## config.mk

```make
export PLATFORM = sky130hd
export DESIGN_NAME = mem_issue_queue_flat
export DESIGN_NICKNAME = d
export VERILOG_FILES = /design/src/rtl/mem_issue_queue_pkg.sv /design/src/rtl/mem_issue_queue_if.sv /design/src/rtl/memq_opnd_slot.sv /design/src/rtl/mem_issue_queue.sv /design/src/flat_wrapper.sv
export SDC_FILE = /design/constraint.sdc
export NUM_CORES = 1
export LEC_CHECK = 0
export BUFFER_PORTS_ARGS = -buffer_cell sky130_fd_sc_hd__buf_2
export CORE_MARGIN = 1.5
export CORE_UTILIZATION = 60
export DETAILED_ROUTE_END_ITERATION = 10
export PLACE_DENSITY_LB_ADDON = 0.15
export REMOVE_ABC_BUFFERS = 1
export SLEW_MARGIN = 40
export SYNTH_ARGS = -nofsm -noshare
export SYNTH_HDL_FRONTEND = slang
export SYNTH_HIERARCHICAL = 1
export SYNTH_SLANG_ARGS = --single-unit
export TNS_END_PERCENT = 5
```

## constraint.sdc

```tcl
create_clock -name clk -period 5.3 [get_ports clk]
set_input_delay 0.795 -clock clk [delete_from_list [all_inputs] [get_ports clk]]
set_output_delay 0.795 -clock clk [all_outputs]
set_load 0.01 [all_outputs]
```

## src/rtl/mem_issue_queue_pkg.sv

```systemverilog
// rtl/mem_issue_queue_pkg.sv - shared FSM encodings, field widths and defaults for the memory issue queue
package mem_issue_queue_pkg;
    localparam int DEPTH_DEF = 4;
    localparam int TAG_W_DEF = 4;
    localparam int DATA_W    = 32;
    localparam int RD_W      = 5;
    localparam int BHW_W     = 3;

    typedef enum logic [1:0] {
        ST_IDLE  = 2'd0,
        ST_ISSUE = 2'd1,
        ST_WAIT  = 2'd2
    } memq_state_e;
endpackage

```

## src/rtl/mem_issue_queue_if.sv

```systemverilog
// rtl/mem_issue_queue_if.sv - enqueue, CDB, memory-FU and writeback signal bundle
interface mem_issue_queue_if
    import mem_issue_queue_pkg::*;
#(
    parameter int TAG_W = TAG_W_DEF
);
    logic              enq_valid;
    logic              enq_ready;
    logic              enq_mem_w;
    logic [BHW_W-1:0]  enq_bhw;
    logic [RD_W-1:0]   enq_rd;
    logic [DATA_W-1:0] enq_imm;
    logic              enq_rs1_rdy;
    logic [TAG_W-1:0]  enq_rs1_tag;
    logic [DATA_W-1:0] enq_rs1_data;
    logic              enq_rs2_rdy;
    logic [TAG_W-1:0]  enq_rs2_tag;
    logic [DATA_W-1:0] enq_rs2_data;
    logic              cdb_valid;
    logic [TAG_W-1:0]  cdb_tag;
    logic [DATA_W-1:0] cdb_data;
    logic              fu_en;
    logic              fu_mem_w;
    logic [BHW_W-1:0]  fu_bhw;
    logic [DATA_W-1:0] fu_rs1_data;
    logic [DATA_W-1:0] fu_rs2_data;
    logic [DATA_W-1:0] fu_imm;
    logic              fu_finish;
    logic [DATA_W-1:0] fu_mem_data;
    logic              wb_valid;
    logic [RD_W-1:0]   wb_rd;
    logic [DATA_W-1:0] wb_data;

    modport slave (
        input  enq_valid, enq_mem_w, enq_bhw, enq_rd, enq_imm,
               enq_rs1_rdy, enq_rs1_tag, enq_rs1_data,
               enq_rs2_rdy, enq_rs2_tag, enq_rs2_data,
               cdb_valid, cdb_tag, cdb_data, fu_finish, fu_mem_data,
        output enq_ready, fu_en, fu_mem_w, fu_bhw, fu_rs1_data, fu_rs2_data, fu_imm,
               wb_valid, wb_rd, wb_data
    );

    modport master (
        output enq_valid, enq_mem_w, enq_bhw, enq_rd, enq_imm,
               enq_rs1_rdy, enq_rs1_tag, enq_rs1_data,
               enq_rs2_rdy, enq_rs2_tag, enq_rs2_data,
               cdb_valid, cdb_tag, cdb_data, fu_finish, fu_mem_data,
        input  enq_ready, fu_en, fu_mem_w, fu_bhw, fu_rs1_data, fu_rs2_data, fu_imm,
               wb_valid, wb_rd, wb_data
    );
endinterface

```

## src/rtl/memq_opnd_slot.sv

```systemverilog
// rtl/memq_opnd_slot.sv - one operand register with ready/tag that snoops the CDB
module memq_opnd_slot
    import mem_issue_queue_pkg::*;
#(
    parameter int TAG_W = TAG_W_DEF
) (
    input  logic              clk,
    input  logic              rst,
    input  logic              load,
    input  logic              in_rdy,
    input  logic [TAG_W-1:0]  in_tag,
    input  logic [DATA_W-1:0] in_data,
    input  logic              cdb_valid,
    input  logic [TAG_W-1:0]  cdb_tag,
    input  logic [DATA_W-1:0] cdb_data,
    output logic              rdy,
    output logic [DATA_W-1:0] data
);
    logic              rdy_q;
    logic [TAG_W-1:0]  tag_q;
    logic [DATA_W-1:0] data_q;
    logic              hit;
    logic              in_hit;

    assign hit    = cdb_valid && !rdy_q && (cdb_tag == tag_q);
    assign in_hit = cdb_valid && (cdb_tag == in_tag);

    // A live broadcast is forwarded so the head can issue on the capture edge.
    assign rdy  = rdy_q | hit;
    assign data = rdy_q ? data_q : cdb_data;

    always_ff @(posedge clk or posedge rst) begin
        if (rst) begin
            rdy_q  <= 1'b0;
            tag_q  <= '0;
            data_q <= '0;
        end else if (load) begin
            tag_q <= in_tag;
            if (in_rdy) begin
                rdy_q  <= 1'b1;
                data_q <= in_data;
            end else if (in_hit) begin
                rdy_q  <= 1'b1;
                data_q <= cdb_data;
            end else begin
                rdy_q  <= 1'b0;
            end
        end else if (hit) begin
            rdy_q  <= 1'b1;
            data_q <= cdb_data;
        end
    end
endmodule

```

## src/rtl/mem_issue_queue.sv

```systemverilog
// rtl/mem_issue_queue.sv - in-order load/store issue queue feeding the memory FU
// Optional MEMQ_STALL_CNT_EN builds the head-blocked cycle counter on stall_cnt.
module mem_issue_queue
    import mem_issue_queue_pkg::*;
#(
    parameter int DEPTH = DEPTH_DEF,
    parameter int TAG_W = TAG_W_DEF
) (
    input  logic             clk,
    input  logic             rst,
    mem_issue_queue_if.slave bus,
    output logic [31:0]      stall_cnt
);
    localparam int PTR_W = $clog2(DEPTH);
    localparam logic [PTR_W:0] FULL_CNT = (PTR_W+1)'(DEPTH);

    logic [PTR_W-1:0]  head, tail;
    logic [PTR_W:0]    count;
    logic [DEPTH-1:0]  vld, e_mem_w, r1_rdy, r2_rdy, slot_load;
    logic [BHW_W-1:0]  e_bhw   [DEPTH];
    logic [RD_W-1:0]   e_rd    [DEPTH];
    logic [DATA_W-1:0] e_imm   [DEPTH];
    logic [DATA_W-1:0] r1_data [DEPTH];
    logic [DATA_W-1:0] r2_data [DEPTH];
    memq_state_e       state, next_state;
    logic              do_enq, pop, head_rdy, head_load;

    assign bus.enq_ready = (count != FULL_CNT);
    assign do_enq        = bus.enq_valid & bus.enq_ready;
    assign pop           = (state == ST_WAIT) & bus.fu_finish;
    assign head_load     = ~e_mem_w[head];
    // Loads only need the address base; rs2 matters for stores alone.
    assign head_rdy      = vld[head] & r1_rdy[head] & (head_load | r2_rdy[head]);

    for (genvar i = 0; i < DEPTH; i++) begin : g_entry
        assign slot_load[i] = do_enq && (tail == PTR_W'(i));

        memq_opnd_slot #(.TAG_W(TAG_W)) u_rs1 (
            .clk(clk), .rst(rst), .load(slot_load[i]),
            .in_rdy(bus.enq_rs1_rdy), .in_tag(bus.enq_rs1_tag), .in_data(bus.enq_rs1_data),
            .cdb_valid(bus.cdb_valid), .cdb_tag(bus.cdb_tag), .cdb_data(bus.cdb_data),
            .rdy(r1_rdy[i]), .data(r1_data[i])
        );

        memq_opnd_slot #(.TAG_W(TAG_W)) u_rs2 (
            .clk(clk), .rst(rst), .load(slot_load[i]),
            .in_rdy(bus.enq_rs2_rdy), .in_tag(bus.enq_rs2_tag), .in_data(bus.enq_rs2_data),
            .cdb_valid(bus.cdb_valid), .cdb_tag(bus.cdb_tag), .cdb_data(bus.cdb_data),
            .rdy(r2_rdy[i]), .data(r2_data[i])
        );
    end

    always_ff @(posedge clk) begin
        if (do_enq) begin
            e_mem_w[tail] <= bus.enq_mem_w;
            e_bhw[tail]   <= bus.enq_bhw;
            e_rd[tail]    <= bus.enq_rd;
            e_imm[tail]   <= bus.enq_imm;
        end
    end

    always_ff @(posedge clk or posedge rst) begin
        if (rst) begin
            vld   <= '0;
            head  <= '0;
            tail  <= '0;
            count <= '0;
        end else begin
            if (do_enq) begin
                vld[tail] <= 1'b1;
                tail      <= tail + 1'b1;
            end
            if (pop) begin
                vld[head] <= 1'b0;
                head      <= head + 1'b1;
            end
            case ({do_enq, pop})
                2'b10:   count <= count + 1'b1;
                2'b01:   count <= count - 1'b1;
                default: count <= count;
            endcase
        end
    end

    always_ff @(posedge clk or posedge rst) begin
        if (rst) state <= ST_IDLE;
        else     state <= next_state;
    end

    always_comb begin
        next_state = state;
        bus.fu_en  = 1'b0;
        case (state)
            ST_IDLE:  if (head_rdy) next_state = ST_ISSUE;
            ST_ISSUE: begin
                bus.fu_en  = 1'b1;
                next_state = ST_WAIT;
            end
            ST_WAIT:  if (bus.fu_finish) next_state = ST_IDLE;
            default:  next_state = ST_IDLE;
        endcase
    end

    // FU operands latch on the IDLE->ISSUE edge and hold until the next dispatch.
    always_ff @(posedge clk or posedge rst) begin
        if (rst) begin
            bus.fu_mem_w    <= 1'b0;
            bus.fu_bhw      <= '0;
            bus.fu_rs1_data <= '0;
            bus.fu_rs2_data <= '0;
            bus.fu_imm      <= '0;
            bus.wb_valid    <= 1'b0;
            bus.wb_rd       <= '0;
            bus.wb_data     <= '0;
        end else begin
            if (state == ST_IDLE && head_rdy) begin
                bus.fu_mem_w    <= e_mem_w[head];
                bus.fu_bhw      <= e_bhw[head];
                bus.fu_rs1_data <= r1_data[head];
                bus.fu_rs2_data <= r2_data[head];
                bus.fu_imm      <= e_imm[head];
            end
            bus.wb_valid <= pop & head_load;
            if (pop & head_load) begin
                bus.wb_rd   <= e_rd[head];
                bus.wb_data <= bus.fu_mem_data;
            end
        end
    end

`ifdef MEMQ_STALL_CNT_EN
    always_ff @(posedge clk or posedge rst) begin
        if (rst)                                          stall_cnt <= '0;
        else if (state == ST_IDLE && vld[head] && !head_rdy) stall_cnt <= stall_cnt + 32'd1;
    end
`else
    assign stall_cnt = 32'h0;
`endif
endmodule

```

## src/flat_wrapper.sv

```systemverilog
// flat-port wrapper written by rule: the top's interface ports become plain ports
module mem_issue_queue_flat import mem_issue_queue_pkg::*;
#(
    parameter int DEPTH = DEPTH_DEF,
    parameter int TAG_W = TAG_W_DEF
)
  (clk, rst, stall_cnt, bus_enq_valid, bus_enq_mem_w, bus_enq_bhw, bus_enq_rd, bus_enq_imm, bus_enq_rs1_rdy, bus_enq_rs1_tag, bus_enq_rs1_data, bus_enq_rs2_rdy, bus_enq_rs2_tag, bus_enq_rs2_data, bus_cdb_valid, bus_cdb_tag, bus_cdb_data, bus_fu_finish, bus_fu_mem_data, bus_enq_ready, bus_fu_en, bus_fu_mem_w, bus_fu_bhw, bus_fu_rs1_data, bus_fu_rs2_data, bus_fu_imm, bus_wb_valid, bus_wb_rd, bus_wb_data);
  mem_issue_queue_if #(.TAG_W(TAG_W)) bus_i ();
  input  logic clk;
  input  logic rst;
  output logic [31:0] stall_cnt;
  input wire logic [$bits(bus_i.enq_valid)-1:0] bus_enq_valid;
  input wire logic [$bits(bus_i.enq_mem_w)-1:0] bus_enq_mem_w;
  input wire logic [$bits(bus_i.enq_bhw)-1:0] bus_enq_bhw;
  input wire logic [$bits(bus_i.enq_rd)-1:0] bus_enq_rd;
  input wire logic [$bits(bus_i.enq_imm)-1:0] bus_enq_imm;
  input wire logic [$bits(bus_i.enq_rs1_rdy)-1:0] bus_enq_rs1_rdy;
  input wire logic [$bits(bus_i.enq_rs1_tag)-1:0] bus_enq_rs1_tag;
  input wire logic [$bits(bus_i.enq_rs1_data)-1:0] bus_enq_rs1_data;
  input wire logic [$bits(bus_i.enq_rs2_rdy)-1:0] bus_enq_rs2_rdy;
  input wire logic [$bits(bus_i.enq_rs2_tag)-1:0] bus_enq_rs2_tag;
  input wire logic [$bits(bus_i.enq_rs2_data)-1:0] bus_enq_rs2_data;
  input wire logic [$bits(bus_i.cdb_valid)-1:0] bus_cdb_valid;
  input wire logic [$bits(bus_i.cdb_tag)-1:0] bus_cdb_tag;
  input wire logic [$bits(bus_i.cdb_data)-1:0] bus_cdb_data;
  input wire logic [$bits(bus_i.fu_finish)-1:0] bus_fu_finish;
  input wire logic [$bits(bus_i.fu_mem_data)-1:0] bus_fu_mem_data;
  output wire logic [$bits(bus_i.enq_ready)-1:0] bus_enq_ready;
  output wire logic [$bits(bus_i.fu_en)-1:0] bus_fu_en;
  output wire logic [$bits(bus_i.fu_mem_w)-1:0] bus_fu_mem_w;
  output wire logic [$bits(bus_i.fu_bhw)-1:0] bus_fu_bhw;
  output wire logic [$bits(bus_i.fu_rs1_data)-1:0] bus_fu_rs1_data;
  output wire logic [$bits(bus_i.fu_rs2_data)-1:0] bus_fu_rs2_data;
  output wire logic [$bits(bus_i.fu_imm)-1:0] bus_fu_imm;
  output wire logic [$bits(bus_i.wb_valid)-1:0] bus_wb_valid;
  output wire logic [$bits(bus_i.wb_rd)-1:0] bus_wb_rd;
  output wire logic [$bits(bus_i.wb_data)-1:0] bus_wb_data;
  assign bus_i.enq_valid = bus_enq_valid;
  assign bus_i.enq_mem_w = bus_enq_mem_w;
  assign bus_i.enq_bhw = bus_enq_bhw;
  assign bus_i.enq_rd = bus_enq_rd;
  assign bus_i.enq_imm = bus_enq_imm;
  assign bus_i.enq_rs1_rdy = bus_enq_rs1_rdy;
  assign bus_i.enq_rs1_tag = bus_enq_rs1_tag;
  assign bus_i.enq_rs1_data = bus_enq_rs1_data;
  assign bus_i.enq_rs2_rdy = bus_enq_rs2_rdy;
  assign bus_i.enq_rs2_tag = bus_enq_rs2_tag;
  assign bus_i.enq_rs2_data = bus_enq_rs2_data;
  assign bus_i.cdb_valid = bus_cdb_valid;
  assign bus_i.cdb_tag = bus_cdb_tag;
  assign bus_i.cdb_data = bus_cdb_data;
  assign bus_i.fu_finish = bus_fu_finish;
  assign bus_i.fu_mem_data = bus_fu_mem_data;
  assign bus_enq_ready = bus_i.enq_ready;
  assign bus_fu_en = bus_i.fu_en;
  assign bus_fu_mem_w = bus_i.fu_mem_w;
  assign bus_fu_bhw = bus_i.fu_bhw;
  assign bus_fu_rs1_data = bus_i.fu_rs1_data;
  assign bus_fu_rs2_data = bus_i.fu_rs2_data;
  assign bus_fu_imm = bus_i.fu_imm;
  assign bus_wb_valid = bus_i.wb_valid;
  assign bus_wb_rd = bus_i.wb_rd;
  assign bus_wb_data = bus_i.wb_data;
  mem_issue_queue #(.DEPTH(DEPTH), .TAG_W(TAG_W)) u_core (.clk(clk), .rst(rst), .bus(bus_i), .stall_cnt(stall_cnt));
endmodule
```

==> impl_metrics.ini, run 1 <==
[min_path]
hp-class = input port to asynchronous set/reset pin

[global_route]
antenna_found_initial = 18
grt.overflow.total = 0
grt_pass1_vias = 20863
grt_max_degree = 102
grt_pass1_wl_um = 127000
grt_usage_pct = 30.1

[sta]
hold_viol = 0
clock.fmax_ghz = 0.299
maxSlewHeadroom_pct = 44.0
setup_viol_count_final = 0
slew_violations = 0
min_period_over_period_pct = 63.1
fin_crit_ns = 3.34
rsz0062_at_grt = false
hold_ws_ns = 0.380
skew_ns = 0.0252
tightest_slew_ns = 0.841

[synth]
syn_area_per_cell_um2 = 16.0
synth-compound-area-share_pct = 1.24
synth.area.mux_share_pct = 42.1
yosysWarnings = 6
synth.ff_latch_count = 611
yosys.area.top_type_share_pct = 34.1
synth_top_family_by_area = multiplexers
synth_top_area_cell = dfrtp_1
synth-simple-area-share_pct = 2.34
yosysMostFrequentCell = mux2_2
synth_edf_count = 164
synth_commonest_cells = 609 x mux2_2, 447 x dfrtp_1, 240 x mux2_4
yosysUniqueCellTypes = 44
seq_area_frac_synth_pct = 49.1
synth-xor-area-share_pct = 1.20
synth_fa_ha_area_share_pct = 0.404
synth_area_leaders = dfrtp_1 34%, mux2_2 21%, edfxtp_1 15%
async_flop_share_pct = 73.2
synth_area_mm2 = 0.0328
ys.flop_type = dfrtp_1
syn-instance-count = 2046

[placed_design]
dp_hpwl_um = 48100
placed_area_mm2 = 0.0348
io_buffers = 327
place_congestion = 0.831

[power_and_ir_drop]
p_per_area_mw_per_mm2 = 620
internal_power_mw = 15.5
clockPowerShare_pct = 20.1
ir_worst_vdd_mv = 0.606
p_seq_share_pct = 37.2
power_frac_comb_pct = 42.6
power.switching_mw = 7.44
switching_share_pct = 32.4
p_leak_nw = 16.1

[critical_path]
path_max_fanout = 48
crit_arrival_ns = 3.82
setup.worst_path.class = flop to flop
slowest_stage = buf_4
path_cells = inv_1, ha_1, and3_2, buf_4, nand2b_1, o22ai_4, buf_4, mux2_2
crit_path_start_kind = flop
worst-r2r-cell-count = 8
end_kind = flop
cp.required_ns = 5.78
cpMostUsedCell = buf_4
slowest_delay_ns = 0.69

[cts]
clock_sinks = 611
h-tree-depth = 3
clock_tree.root_cell = clkbuf_16
insertion_delay_ns = 0.61
clock_path_buffers = 3
postCtsSetupRepairBufs = 0
clk_pin_slew_ns = 0.06
cts_hold_buf = 0
cts_made_buffers = 67
cts_tree = yes
cts-resized-gates = 0

[flow_run]
cap_viol_max_count = 0

[floorplanning]
die_w_um = 237
start_util_pct = 60.9
dieArea_mm2 = 0.0561
io_pins = 360
coreArea_mm2 = 0.0539
rows = 85
dieHeight_um = 237

[final_layout]
finish.instance_area_mm2 = 0.0370
multi_input_area_mm2 = 0.0158
synthToLayoutAreaGrowth_pct = 12.8
layout.nets = 2535
drive_above_1_share_pct = 60.7
fill_cells = 3658
seq_area_mm2 = 0.0161
fin_util_pct = 68.7

[route]
drt_wl_total_um = 82900
vias_per_cell = 6.21
firstDrtPassIters = 5
vias = 19168
detail-route-antenna-nets = 0
drtIter0Drc = 1238
drcViolationCount = 0
wl_per_cell_um = 26.8

[run_status]
status = complete, no violations
## routing by layer
| metal | part of all wire, % | up-vias | global-route usage (%) |
|---|---|---|---|
| met2 | 49 | 650 | 49.0 |
| met4 | 2.7 | 22 | 11.4 |
| met3 | 6.0 | 174 | 5.95 |
| li1 | - | 8260 | - |
| met1 | 42 | 10062 | 40.2 |
| met5 | 0.17 | - | 0 |
## power by group through the flow
| stage | clock network, mW | logic, mW | registers [mW] |
|---|---|---|---|
| floorplan | 0 | 7.37 | 8.45 |
| global placement | 0 | 9.40 | 8.52 |
| detailed placement | 0 | 9.77 | 8.54 |
| CTS | 4.72 | 9.81 | 8.51 |
| global route | 4.90 | 10.4 | 8.75 |
| finish | 4.62 | 9.78 | 8.55 |
## registers in the layout, summed over array words and instances, names as in the netlist, 4 cells and up
name	cells
u_core/e_imm	128
u_core/g_entry.u_rs1/data_q	128
u_core/g_entry.u_rs2/data_q	128
u_core/bus.fu_imm	32
u_core/bus.fu_rs1_data	32
u_core/bus.fu_rs2_data	32
u_core/bus.wb_data	32
u_core/e_rd	20
u_core/g_entry.u_rs1/tag_q	16
u_core/g_entry.u_rs2/tag_q	16
u_core/e_bhw	12
u_core/bus.wb_rd	5
u_core/e_mem_w	4
u_core/g_entry.u_rs1/rdy_q	4
u_core/g_entry.u_rs2/rdy_q	4
u_core/vld	4
## cells in the final DEF, fill, tap and decap left out, drive strengths merged, types with 10 or more instances in the layout
cell type    n
buf        351
clkbuf      90
clkinv      18
conb        32
dfrtp      447
edfxtp     164
inv         34
mux2       930
mux4       105
nand2       27
nand2b      16
nor2b       13
nor4        16
o21ai       10
o22ai       16
xnor2       12
xor2        33
## final cells by class
| type | count | area share (%) |
|---|---|---|
| Sequential cell | 611 | 43.6 |
| Multi-Input combinational cell | 1274 | 42.7 |
| Timing Repair Buffer | 351 | 5.10 |
| Clock buffer | 90 | 5.03 |
| Tap cell | 696 | 2.35 |
| Clock inverter | 26 | 0.797 |
| Inverter | 32 | 0.378 |
| Antenna cell | 8 | 0.0541 |
## final timing paths
| check | start | endpoint | slack, ns |
|---|---|---|---|
| max in group asynchronous | rst | u_core/bus.wb_data[18]$_DFFE_PP0P_ | 3.89 |
| max | u_core/tail[0]$_DFFE_PP0P_ | u_core/g_entry[2].u_rs1/data_q[28]$_DFFE_PP0P_ | 1.96 |
| max reg2reg | u_core/tail[0]$_DFFE_PP0P_ | u_core/g_entry[2].u_rs1/data_q[28]$_DFFE_PP0P_ | 1.96 |
| min | rst | u_core/g_entry[2].u_rs1/data_q[5]$_DFFE_PP0P_ | 0.38 |
| min reg2reg | u_core/count[2]$_DFFE_PP0P_ | u_core/count[2]$_DFFE_PP0P_ | 0.47 |
| min in group clk | bus_enq_imm[25] | u_core/e_imm[1][25]$_DFFE_PP_ | 0.39 |
## logic make-up (layout without fill, tap and decap cells)
| family | count (synthesis) | after routing |
|---|---|---|
| AOI/OAI and AO/OA | 49 | 49 |
| and+or+nand+nor | 103 | 103 |
| DFF | 611 | 611 |
| buffers and inverters | 192 | 499 |
| xor gates and xnor gates | 45 | 45 |
| muxes | 1035 | 1035 |
| other | 1 | 40 |
| adders and majority gates | 10 | 10 |
## critical path, delay by kind of cell (launching register included)
| kind | cells | cell delay, ns |
|---|---|---|
| compound gates | 1 | 0.14 |
| fa+ha+maj | 1 | 0.15 |
| buf+inv | 3 | 1.40 |
| flops | 1 | 0.40 |
| mux | 1 | 0.41 |
| simple gates | 2 | 0.64 |
## metrics by stage
| stage | TNS [ns] | power, mW | instances | worst slack, ns |
|---|---|---|---|---|
| floorplan | -804.19 | 15.8 | 1917 | -7.58 |
| global placement | 0 | 17.9 | 2961 | 1.74 |
| detailed placement | 0 | 18.3 | 2964 | 1.67 |
| CTS | 0 | 23.0 | 3080 | 1.93 |
| global route | 0 | 24.0 | 3087 | 1.76 |
| finish | 0 | 22.9 | 3088 | 1.96 |
No activity file was read; power rests on OpenSTA's default activity.
==> run 2: changes to the inputs <==
ABC_AREA = 1   (was unset)
CORE_UTILIZATION = 54   (was 60)
clock period = 2.85 ns   (was 5.3 ns; I/O delays follow)
==> run 2 against run 1 <==
Effect of this change: synthesized area grew 8.1%; sequential cell count is the same; first-iteration DRC count grew to 2.6 times the previous value; critical path depth grew 2; register-to-register slack lost 1.6 ns; global-route usage grew 2.7 points; worst setup slack lost 1.6 ns; wire length grew 35%; core utilization shrank 6.8 points; clock skew shrank 0.0027 ns; critical endpoint is now u_core/g_entry[2].u_rs2/data_q[0]$_DFFE_PP0P_; largest power group unchanged.
==> impl_metrics.ini, run 2 <==
[placed_design]
place_ws_ns = 0.331
dp_hpwl_um = 67300
dp.cells = 5796
place_congestion = 0.879
io_buffers = 327

[sta]
tightest_slew_ns = 0.759
setup_slack_ns = 0.360
maxSlewHeadroom_pct = 49.4
fin_setup_tns_ns = 0
hold_viol = 0
skew_ns = 0.0225
clock.fmax_ghz = 0.402
fin_crit_ns = 2.49
hold_ws_ns = 0.0258
rsz0062_at_grt = false
slew_violations = 0
min_period_over_period_pct = 87.4
setup_viol_count_final = 0

[synth]
synth-xor-area-share_pct = 0.296
yosys.area.top_type_share_pct = 31.5
yosysWarnings = 6
synth_area_leaders = dfrtp_1 32%, nand2_1 20%, edfxtp_1 14%
synth_fa_ha_area_share_pct = 0.374
synth-simple-area-share_pct = 33.5
yosysMostFrequentCell = nand2_1
synth-compound-area-share_pct = 4.69
synth.ff_latch_count = 611
synth_top_family_by_area = simple AND/OR/NAND/NOR gates
async_flop_share_pct = 73.2
syn_area_per_cell_um2 = 7.37
ys.flop_type = dfrtp_1
yosysUniqueCellTypes = 31
synth_area_mm2 = 0.0355
synth.area.mux_share_pct = 4.09
syn-instance-count = 4814
synth_top_area_cell = dfrtp_1
synth_commonest_cells = 1933 x nand2_1, 550 x inv_1, 485 x nand3_1
seq_area_frac_synth_pct = 45.4
synth_edf_count = 164

[cts]
cts_made_buffers = 72
h-tree-depth = 3
clock_tree.root_cell = clkbuf_16
clock_path_buffers = 3
clock_sinks = 611
cts_tree = yes
cts-resized-gates = 0
clk_pin_slew_ns = 0.06
insertion_delay_ns = 0.62
cts_hold_buf = 35
postCtsSetupRepairBufs = 0

[route]
firstDrtPassIters = 7
vias_per_cell = 5.42
drt_wl_total_um = 112000
vias = 32360
drcViolationCount = 0
drtIter0Drc = 3217
wl_per_cell_um = 18.8
detail-route-antenna-nets = 0

[critical_path]
crit_path_start_kind = flop
setup.worst_path.class = flop to flop
end_kind = flop
crit_arrival_ns = 3.00
cp.required_ns = 3.36
path_max_fanout = 33

[floorplanning]
dieArea_mm2 = 0.0673
dieHeight_um = 259
io_pins = 360
die_w_um = 259
start_util_pct = 54.9
coreArea_mm2 = 0.0647
rows = 93

[final_layout]
mostFrequentLayoutCell = nand2_1
fill_cells = 5937
drive_above_1_share_pct = 14.0
top_regs = u_core/e_imm: 128 flops, u_core/g_entry.u_rs1/data_q: 128 flops, u_core/g_entry.u_rs2/data_q: 128 flops
mostFrequentLayoutCells = 1925 x nand2_1, 541 x inv_1, 482 x nand3_1
synthToLayoutAreaGrowth_pct = 12.8
finalNonFillerCells = 5967
layout.nets = 5248

[min_path]
hp-class = input port to flop

[power_and_ir_drop]
power.switching_mw = 19.8
power_mw = 44.4
internal_power_mw = 24.6
p_per_area_mw_per_mm2 = 1110
ir_worst_vdd_mv = 0.837
switching_share_pct = 44.6
power_frac_comb_pct = 46.9
p_leak_nw = 21.5
clockPowerShare_pct = 20.7
p_seq_share_pct = 32.3

[global_route]
grt.overflow.total = 0
grt_pass1_wl_um = 171000
grt_max_degree = 116
grt_usage_pct = 32.8
antenna_found_initial = 13
grt_pass1_vias = 29602

[run_status]
status = complete, no violations

[flow_run]
cap_viol_max_count = 0
## run 2: cell types whose count changed in the layout (fill, tap and decap cells not counted), moves of 190 or more
cell | previous run | this run
nand2_1 | 19 | 1925
inv_1 | 23 | 541
mux2_2 | 609 | 129
nand3_1 | 2 | 482
mux2_4 | 240 | 0
nor2_1 | 2 | 192
## run 2: worst max-delay path: stages (launching register included)
cell and delay (ns):
dfrtp_1 0.41, nor2_1 0.06, nand2_1 0.07, nand2_1 0.29
buf_4 0.28, nor2_4 0.26, inv_1 0.12, nand2_2 0.31
nand2_4 0.34, nand2_1 0.17, nand2_1 0.06
## run 2: logic make-up (layout without fill, tap and decap cells)
group | count (synthesis) | count (layout)
AO/OA/AOI/OAI | 328 | 328
flip-flops | 611 | 611
other | 1 | 39
AND/OR/NAND/NOR | 2840 | 2840
buffers and inverters | 883 | 1143
multiplexers | 129 | 129
adder cells (fa/ha/maj) | 10 | 10
XOR/XNOR | 12 | 12
## run 2: per-stage QoR
step                utilization [%]  cell area (µm²)
CTS                            61.9            40000
floorplan                         -            33600
global placement               57.7            37300
detailed placement             57.7            37300
finish                         61.9            40000
global route                   61.9            40000
## run 2: power groups by stage
| stage | clock [mW] | combinational (mW) | sequential, mW |
|---|---|---|---|
| after floorplan | 0 | 11.5 | 15.2 |
| after global placement | 0 | 20.0 | 14.4 |
| after detailed placement | 0 | 20.4 | 14.4 |
| after CTS | 9.36 | 20.5 | 14.3 |
| after global routing | 9.70 | 23.2 | 14.7 |
| final | 9.20 | 20.8 | 14.3 |
## run 2: per-layer routing
metal	share of wire [%]	GRT usage, %	routed length [µm]
met1	42	44.0	46500
met4	3.7	14.0	4160
met5	0.091	0	102
met3	8.6	5.59	9640
met2	46	52.6	51600
## run 2: final timing paths
| check | from | to | slack [ns] | depth (start not counted) |
|---|---|---|---|---|
| max in group asynchronous | rst | u_core/g_entry[3].u_rs1/tag_q[2]$_DFFE_PP0P_ | 1.45 | 4 |
| min | bus_enq_imm[26] | u_core/e_imm[1][26]$_DFFE_PP_ | 0.03 | 1 |
| max | u_core/count[0]$_DFFE_PP0P_ | u_core/g_entry[2].u_rs2/data_q[0]$_DFFE_PP0P_ | 0.36 | 10 |
| min in group asynchronous | rst | u_core/g_entry[0].u_rs1/data_q[24]$_DFFE_PP0P_ | 0.51 | 3 |
| min reg2reg | u_core/bus.fu_imm[25]$_DFFE_PP0P_ | u_core/bus.fu_imm[25]$_DFFE_PP0P_ | 0.46 | 2 |
| max reg2reg | u_core/count[0]$_DFFE_PP0P_ | u_core/g_entry[2].u_rs2/data_q[0]$_DFFE_PP0P_ | 0.36 | 10 |
## run 2: area by class of cell
type,instances,area (µm²),area share [%]
diodes,7,17.5,0.0438
clock buffers,106,2090,5.22
clock inverters,23,239,0.597
inverters,561,2120,5.30
multi-input cells,3351,15400,38.6
flip-flops and latches,611,16100,40.3
well taps,855,1070,2.67
repair buffers,453,2930,7.33
==> run 3: changes to the inputs <==
ABC_AREA = unset   (was 1)
==> run 3 against run 2 <==
Effect of this change: sequential power is 5% higher; maximum frequency down 9.4%; global-route usage shrank 4.7 points; highest routed layer unchanged.
==> impl_metrics.ini, run 3 (synthesis gave the netlist of run 1 again) <==
[final_layout]
layout.nets = 2621
drive_above_1_share_pct = 61.6
finish.instance_area_mm2 = 0.0384
top_regs = u_core/e_imm: 128 flops, u_core/g_entry.u_rs1/data_q: 128 flops, u_core/g_entry.u_rs2/data_q: 128 flops
mostFrequentLayoutCells = 609 x mux2_2, 437 x dfrtp_1, 327 x buf_2
fill_cells = 4337
mostFrequentLayoutCell = mux2_2
synthToLayoutAreaGrowth_pct = 16.9

[sta]
hold_viol = 0
clock.fmax_ghz = 0.364
slew_violations = 0
setup_slack_ns = 0.102
tightest_slew_ns = 0.753
setup_viol_count_final = 0
maxSlewHeadroom_pct = 49.8
min_period_over_period_pct = 96.4
skew_ns = 0.0156
fin_crit_ns = 2.75

[floorplanning]
coreArea_mm2 = 0.0602
start_util_pct = 54.5
die_w_um = 250
dieArea_mm2 = 0.0623
dieHeight_um = 250
io_pins = 360
rows = 90

[cts]
cts_tree = yes
clock_path_buffers = 3
insertion_delay_ns = 0.62
clk_pin_slew_ns = 0.06
clock_sinks = 611
clock_tree.root_cell = clkbuf_16
cts_made_buffers = 68
h-tree-depth = 3

[global_route]
grt_pass1_wl_um = 132000
grt_max_degree = 61
grt_usage_pct = 28.1
grt.overflow.total = 0
grt_pass1_vias = 20754
antenna_found_initial = 22

[route]
drt_wl_total_um = 87600
drcViolationCount = 0
met2RoutedLength_um = 42300
dr_wl_met3_um = 5820
drtIter0Drc = 1097
detail-route-antenna-nets = 0
vias = 19372
wl_per_cell_um = 26.8
vias_per_cell = 5.92
m1WireLength_um = 37200
top_layer_used = met5
firstDrtPassIters = 5

[placed_design]
place_congestion = 0.871
io_buffers = 327
dp_hpwl_um = 54800
place_ws_ns = -0.0873
placed_area_mm2 = 0.0357

[critical_path]
crit_arrival_ns = 3.24
cp.required_ns = 3.34
crit_path_start_kind = flop
end_kind = flop
path_max_fanout = 12
setup.worst_path.class = flop to flop

[min_path]
hp-class = input port to flop

[run_status]
status = complete, no violations

[power_and_ir_drop]
ir_worst_vdd_mv = 0.723
power_mw = 44.4
p_per_area_mw_per_mm2 = 1160
p_leak_nw = 16.7

[flow_run]
cap_viol_max_count = 0
==> run 3: cell types whose count changed in the layout (fill, tap and decap cells not counted), sizes merged, moves of 90 or more <==
cell | previous run | this run
o21ai | 188 | 10
a21oi | 130 | 1
nor2 | 198 | 2
or2 | 99 | 9
nand3 | 485 | 2
mux2 | 129 | 930
nand2 | 1958 | 27
inv | 557 | 38
nand4 | 100 | 0
mux4 | 0 | 105
==> run 3: stage by stage <==
step                      hold WS, ns  TNS [ns]  instances  util, %
final                          0.0309         0       3273     63.7
after global routing           0.0196    -0.263       3268     63.7
after CTS                    0.000833         0       3257     63.5
after detailed placement        0.449     -2.82       3114     59.3
after global placement          0.450     -3.91       3114     59.3
after floorplan                 0.433  -1731.28       1917        -
==> run 3: path summary, 6_finish.rpt <==
path	start	endpoint	slack (ns)	cells after the start
max in group asynchronous	rst	u_core/bus.wb_data[24]$_DFFE_PP0P_	1.47	4
worst max-delay path	u_core/g_entry[2].u_rs2/tag_q[2]$_DFFE_PP0P_	u_core/bus.fu_rs2_data[20]$_DFFE_PP0P_	0.10	12
worst max register to register	u_core/g_entry[2].u_rs2/tag_q[2]$_DFFE_PP0P_	u_core/bus.fu_rs2_data[20]$_DFFE_PP0P_	0.10	12
min in group asynchronous	rst	u_core/bus.fu_rs2_data[0]$_DFFE_PP0P_	0.57	3
worst min-delay path	bus_enq_imm[2]	u_core/e_imm[0][2]$_DFFE_PP_	0.03	1
worst min register to register	u_core/count[2]$_DFFE_PP0P_	u_core/count[2]$_DFFE_PP0P_	0.46	1
==> run 3: layer usage <==
| metal | vias to the layer above | track usage [%] |
|---|---|---|
| met5 | - | 0 |
| met3 | 166 | 6.09 |
| met2 | 624 | 46.1 |
| li1 | 8465 | - |
| met4 | 20 | 9.58 |
| met1 | 10097 | 37.2 |
==> run 3: timing repair <==
item / 4_1_cts / 5_1_grt
buffers inserted: 0 / 2
resized for setup: 0 / 3
hold endpoints to repair: 73 / 0
hold buffers: 17 / 0
setup endpoints to repair: 0 / 3
==> run 3: final cells by class <==
class / instances / area (µm²) / share of cell area, %
repair buffers: 436 / 2990 / 7.78
multi-input cells: 1274 / 15800 / 41.1
well taps: 782 / 978 / 2.55
clock inverters: 27 / 358 / 0.933
diodes: 12 / 30.0 / 0.0783
flip-flops and latches: 611 / 16100 / 42.0
clock buffers: 99 / 2000 / 5.21
inverters: 32 / 125 / 0.326
==> run 3: critical path, cell delays in order (launching register included) <==
cell and delay [ns]:
dfrtp_1 0.40, o22ai_1 0.22, nor4_2 0.08, buf_4 0.15, or2_2 0.31, nor2b_1 0.12, nor3_1 0.06, buf_4 0.16
o311ai_4 0.27, buf_6 0.17, buf_12 0.16, clkbuf_16 0.20, mux2_1 0.33
==> run 3: where the power goes <==
part / leakage (nW) / internal [mW] / switching, mW / total [mW]
Clock: 1.16 / 5.48 / 3.71 / 9.18
Combinational: 8.75 / 11.6 / 8.62 / 20.2
Sequential: 6.79 / 12.9 / 2.10 / 15.0
